[src/rtl/wb_pkg.sv]
// rtl/wb_pkg.sv - shared types for the write-back retirement queue
package wb_pkg;

  typedef enum logic [1:0] {
    EMPTY    = 2'd0,
    WAIT_MEM = 2'd1,
    READY    = 2'd2
  } entry_state_e;

  typedef struct packed {
    entry_state_e state;
    logic         wb_en;
    logic [3:0]   dest;
    logic         is_load;
    logic         s;
    logic [3:0]   flags;
    logic [31:0]  value;
  } entry_t;

  localparam int FLAG_N = 3;
  localparam int FLAG_Z = 2;
  localparam int FLAG_C = 1;
  localparam int FLAG_V = 0;

endpackage

[src/rtl/retire_hazard_cmp.sv]
// rtl/retire_hazard_cmp.sv - one queue entry's pending-write match against ID sources
module retire_hazard_cmp (
  input  logic       valid,
  input  logic       wb_en,
  input  logic [3:0] dest,
  input  logic [3:0] hz_src1,
  input  logic [3:0] hz_src2,
  input  logic       hz_two_src,
  output logic       hit
);

  assign hit = valid && wb_en &&
               ((dest == hz_src1) || (hz_two_src && (dest == hz_src2)));

endmodule

[src/rtl/wb_retire.sv]
// rtl/wb_retire.sv - in-order write-back retirement queue with status register and hazard check
module wb_retire
  import wb_pkg::*;
#(
  parameter int DEPTH = 4
) (
  input  logic                       clk,
  input  logic                       rst_n,
  input  logic                       in_valid,
  output logic                       in_ready,
  input  logic                       in_wb_en,
  input  logic [3:0]                 in_dest,
  input  logic                       in_mem_read,
  input  logic [31:0]                in_value,
  input  logic                       in_s,
  input  logic [3:0]                 in_flags,
  input  logic                       mem_rsp_valid,
  input  logic [31:0]                mem_rsp_data,
  input  logic [3:0]                 hz_src1,
  input  logic [3:0]                 hz_src2,
  input  logic                       hz_two_src,
  output logic                       hazard,
  output logic                       wb_wb_en,
  output logic [3:0]                 wb_dest,
  output logic [31:0]                wb_value,
  output logic [3:0]                 status,
  output logic [$clog2(DEPTH+1)-1:0] count,
  output logic                       rsp_err
);

  localparam int PW = $clog2(DEPTH);
  localparam int CW = $clog2(DEPTH + 1);

  entry_t          ent_q [DEPTH];
  entry_t          ent_d [DEPTH];
  logic [PW-1:0]   head_q, head_d;
  logic [PW-1:0]   tail_q, tail_d;
  logic [CW-1:0]   count_q, count_d;
  logic            wb_wb_en_q, wb_wb_en_d;
  logic [3:0]      wb_dest_q, wb_dest_d;
  logic [31:0]     wb_value_q, wb_value_d;
  logic [3:0]      status_q, status_d;
  logic            rsp_err_q, rsp_err_d;

  logic            enq;
  logic            retire;
  logic            ld_found;
  logic [PW-1:0]   ld_idx;
  logic [PW-1:0]   scan_idx;
  logic [DEPTH-1:0] hits;

  assign in_ready = (count_q < CW'(DEPTH));
  assign enq      = in_valid && in_ready;
  assign retire   = (ent_q[head_q].state == READY);

  always_comb begin
    ent_d      = ent_q;
    head_d     = head_q;
    tail_d     = tail_q;
    wb_wb_en_d = 1'b0;
    wb_dest_d  = wb_dest_q;
    wb_value_d = wb_value_q;
    status_d   = status_q;
    rsp_err_d  = rsp_err_q;
    ld_found   = 1'b0;
    ld_idx     = head_q;
    scan_idx   = head_q;

    // Loads complete in order, so the load pointer is the first WAIT_MEM entry from the head.
    for (int i = 0; i < DEPTH; i++) begin
      scan_idx = head_q + PW'(i);
      if (!ld_found && ent_q[scan_idx].state == WAIT_MEM) begin
        ld_found = 1'b1;
        ld_idx   = scan_idx;
      end
    end

    if (retire) begin
      ent_d[head_q].state = EMPTY;
      head_d     = head_q + PW'(1);
      wb_wb_en_d = ent_q[head_q].wb_en;
      wb_dest_d  = ent_q[head_q].dest;
      wb_value_d = ent_q[head_q].value;
      if (ent_q[head_q].s && !ent_q[head_q].is_load) begin
        status_d = ent_q[head_q].flags;
      end
    end

    if (mem_rsp_valid) begin
      if (ld_found) begin
        ent_d[ld_idx].value = mem_rsp_data;
        ent_d[ld_idx].state = READY;
      end else begin
        rsp_err_d = 1'b1;
      end
    end

    if (enq) begin
      ent_d[tail_q] = '{
        state:   (in_mem_read ? WAIT_MEM : READY),
        wb_en:   in_wb_en,
        dest:    in_dest,
        is_load: in_mem_read,
        s:       in_s && !in_mem_read,
        flags:   in_flags,
        value:   (in_mem_read ? 32'd0 : in_value)
      };
      tail_d = tail_q + PW'(1);
    end

    count_d = count_q + CW'(enq) - CW'(retire);
  end

  always_ff @(posedge clk or negedge rst_n) begin
    if (!rst_n) begin
      for (int i = 0; i < DEPTH; i++) begin
        ent_q[i] <= '0;
      end
      head_q     <= '0;
      tail_q     <= '0;
      count_q    <= '0;
      wb_wb_en_q <= 1'b0;
      wb_dest_q  <= '0;
      wb_value_q <= '0;
      status_q   <= '0;
      rsp_err_q  <= 1'b0;
    end else begin
      ent_q      <= ent_d;
      head_q     <= head_d;
      tail_q     <= tail_d;
      count_q    <= count_d;
      wb_wb_en_q <= wb_wb_en_d;
      wb_dest_q  <= wb_dest_d;
      wb_value_q <= wb_value_d;
      status_q   <= status_d;
      rsp_err_q  <= rsp_err_d;
    end
  end

  // The retired output register is deliberately not compared: the register file already has it.
  for (genvar g = 0; g < DEPTH; g++) begin : g_hz
    retire_hazard_cmp u_cmp (
      .valid      (ent_q[g].state != EMPTY),
      .wb_en      (ent_q[g].wb_en),
      .dest       (ent_q[g].dest),
      .hz_src1    (hz_src1),
      .hz_src2    (hz_src2),
      .hz_two_src (hz_two_src),
      .hit        (hits[g])
    );
  end

  assign hazard   = |hits;
  assign wb_wb_en = wb_wb_en_q;
  assign wb_dest  = wb_dest_q;
  assign wb_value = wb_value_q;
  assign status   = status_q;
  assign count    = count_q;
  assign rsp_err  = rsp_err_q;

endmodule

[config.mk]
export PLATFORM = sky130hd
export DESIGN_NAME = wb_retire
export DESIGN_NICKNAME = d
export VERILOG_FILES = /design/src/rtl/wb_pkg.sv /design/src/rtl/retire_hazard_cmp.sv /design/src/rtl/wb_retire.sv
export SDC_FILE = /design/constraint.sdc
export NUM_CORES = 1
export LEC_CHECK = 0
export BUFFER_PORTS_ARGS = -buffer_cell sky130_fd_sc_hd__buf_2
export CAP_MARGIN = 5
export CORE_MARGIN = 8
export CORE_UTILIZATION = 59
export DETAILED_ROUTE_END_ITERATION = 6
export PLACE_DENSITY = 0.78
export SLEW_MARGIN = 20
export SYNTH_ARGS = -nofsm -noshare
export SYNTH_HDL_FRONTEND = slang
export SYNTH_SLANG_ARGS = --single-unit
[constraint.sdc]
create_clock -name clk -period 3.4 [get_ports clk]
set_clock_uncertainty 0.05 [all_clocks]
set_input_delay 0.68 -clock clk [delete_from_list [all_inputs] [get_ports clk]]
set_output_delay 0.68 -clock clk [all_outputs]
set_load 0.05 [all_outputs]
==> impl_metrics.ini <==
[worst_hold_path]
hold_class = in2async

[global_routing]
grt_overflow_total = 0
groute.usage.overall = 0.260
grt_max_degree = 86
antenna_found_initial = 0
grt_pass1_vias = 10600
grtUsageMet3 = 0.0481
busiest_layer = met2
grt_pass1_wl_um = 56200
use_met1 = 0.356
met2_usage = 0.421

[worst_setup_path]
reg2reg_depth = 10
end_kind = register
worstReg2RegStart = head_q[1]
cp.required_ns = 3.71
start_kind = register
crit_chain = inv_1, ha_1, nor4bb_2, a211oi_1, o22ai_1, nor4b_2, or3_4, buf_12, a31oi_1, a22oi_1
slowest_delay_ns = 0.55
cp.arrival_ns = 3.50
cp_max_fo = 42
rrSetupSlack_ns = 0.21
cp_slowest_cell = or3_4
timing.rr.end = ent_q[28]
crit_type = reg2reg

[placed_design]
dp_hpwl_um = 21600
portBuffers = 134
gp_routability_congestion = 0.891
dp_slack_ns = 0.196
dp.cells = 1548

[detailed_routing]
avgRoutedWirePerCell_um = 21.7
vias = 10600
viasPerCell = 6.63
drt_iter0_markers = 1010
routed_wl_um = 34600
drc = 0
ant_nets = 0
drt_first_pass_iters = 6

[finish]
nets = 1399
num-fill-cells = 1592
antennaDiodeCount = 0
regArea_um2 = 5740
drive_gt1_frac = 0.249
final_core_util = 0.689
multi_input_area_um2 = 6120
area_delta_synth_final_pct = 15.4
finalNonFillerCells = 1593

[yosys]
synth.largest_area_cell = dfrtp_1
syn_avg_cell_area_um2 = 10.2
synth_area_leaders = dfrtp_1 46%, mux4_2 7.8%, a22oi_1 7.7%, a31oi_1 6.7%, nand2_1 5.1%
synth_cell_types = 57
netlist_area_um2 = 12400
ys.flop_type = dfrtp_1
ys_seq_area_frac = 0.461
synth_edf_count = 0
syn_nets = 1319
synth_top_area_share = 0.461
postSynthCellCount = 1220
yosysWarningCount = 0
synth_seq_cells = 229
synthArstFlopShare = 1.00

[timing]
max_freq_mhz = 314
min_period_ns = 3.19
maxSlewViolCount = 0
setup_viol = 0
fin_tns_setup_ns = 0
finalCritPeriodShare = 0.937
rsz0062_at_grt = false
hold_viol = 0
worst_pin_slew_ns = 0.770
finalWorstSetupSlack_ns = 0.214
slew_headroom = 0.487

[power_and_ir_drop]
power_uw = 18400
leakagePower_uw = 0.00637
ir_drop_uv = 815
powerDensity_nw_per_um2 = 1280

[clock_tree]
clk_latency_ns = 0.52
clock-sinks = 229
cts_root_buf = clkbuf_16
clk_path_buf_depth = 3
cts_tree = yes
cts_made_buffers = 25
htreeDepth = 1
hold_buffers = 0
cts.clk_slew.worst_paths_ns = 0.06

[die]
start_util = 0.597
core_area_um2 = 20800
boundaryPins = 135
die_h_um = 161
die-area_um2 = 26000
rows = 53
die_x_um = 161

[run_status]
outcome = complete, no violations

[job]
maxCapViolations = 0
-- routing by layer --
| layer | part of all wire | vias up |
|---|---|---|
| met5 | 0 | - |
| met4 | 0.019 | 0 |
| met3 | 0.091 | 66 |
| met2 | 0.48 | 592 |
| met1 | 0.41 | 5184 |
| li1 | - | 4714 |
-- synth_stat cells (2+ instances only) --
library cell,number
buf_1,13
or4_1,2
mux2_2,40
o221ai_1,6
nand2b_1,37
a22oi_1,128
inv_1,10
nand3_1,6
a41o_1,4
mux4_2,43
and3b_1,3
o21ai_0,112
ha_1,10
clkbuf_1,77
o21ai_1,23
nor3_1,5
dfrtp_1,229
a21oi_2,2
nor4_1,8
clkbuf_2,3
and2_1,5
nor2b_1,6
o22ai_1,2
a31oi_1,133
a211oi_1,4
and3_1,5
xnor2_1,10
xor2_1,28
nand2_1,169
nor4b_2,2
buf_2,17
nor3b_1,3
nor2_1,36
o31a_1,2
buf_6,11
a21o_1,5
-- timing repair --
action,CTS,global route
setup endpoints to repair,0,21
resized for setup,0,1
endpoints found under the hold margin,0,0
setup buffers,0,0
-- power breakdown --
group	switching (uW)	internal (uW)
logic	6310	4070
clock network	1110	1900
registers	847	4180
-- cells in the final DEF (no fill, tap or decap), types with 6 or more instances in the layout --
master / n
buf_2: 133
ha_1: 10
o221ai_1: 6
nand3_1: 6
clkbuf_16: 25
a31oi_1: 133
nand2_1: 169
nor4_1: 8
xor2_1: 28
xnor2_1: 8
buf_12: 15
nand2b_1: 37
buf_4: 26
a22oi_1: 128
clkbuf_8: 8
nor2_1: 36
mux2_2: 40
o21ai_0: 112
mux4_2: 43
inv_1: 10
dfrtp_1: 227
o21ai_1: 23
-- stage by stage --
step	area [um2]	hold WS, ns
after floorplan	12400	0.334
after global placement	13400	0.394
after detailed placement	13400	0.409
after CTS	14300	0.145
after global routing	14300	0.171
final	14300	0.123
-- logic make-up after synthesis --
| kind of cell | synth area share |
|---|---|
| multiplexers | 0.114 |
| XOR/XNOR | 0.0268 |
| flip-flops | 0.461 |
| AO/OA/AOI/OAI | 0.225 |
| AND/OR/NAND/NOR | 0.112 |
| buffers and inverters | 0.0491 |
| adder cells (fa/ha/maj) | 0.0117 |
-- critical path, delay by kind of cell, from the launching register on --
kind / cells / cell delay, ns
flip-flops: 1 / 0.50
AND/OR/NAND/NOR: 3 / 1.10
AO/OA/AOI/OAI: 4 / 0.64
buffers and inverters: 2 / 0.37
adder cells (fa/ha/maj): 1 / 0.36
-- cell type report --
| cell class | instances | area share |
|---|---|---|
| Inverter | 11 | 0.00288 |
| Tap cell | 275 | 0.0240 |
| Clock inverter | 10 | 0.0126 |
| Multi-Input combinational cell | 858 | 0.427 |
| Sequential cell | 229 | 0.400 |
| Timing Repair Buffer | 175 | 0.0820 |
| Clock buffer | 35 | 0.0518 |
-- worst max path at each step --
stage,slack [ns],end,cells after the start,start
global placement,0.31,ent_q[30],10,head_q[1]
floorplan,0.26,count[2],12,head_q[0]
CTS,0.19,ent_q[28],10,head_q[1]
global route,0.05,ent_q[20],10,head_q[1]
finish,0.21,ent_q[28],10,head_q[1]
detailed placement,0.20,ent_q[28],10,head_q[1]
-- state kept, by name (all words and copies together), names as in the netlist --
signal / flops
tail_q: 2
ent_q: 180
rsp_err: 1
wb_wb_en: 1
status: 4
head_q: 2
count: 3
wb_value: 32
wb_dest: 4
(Power assumes the default switching activity.)
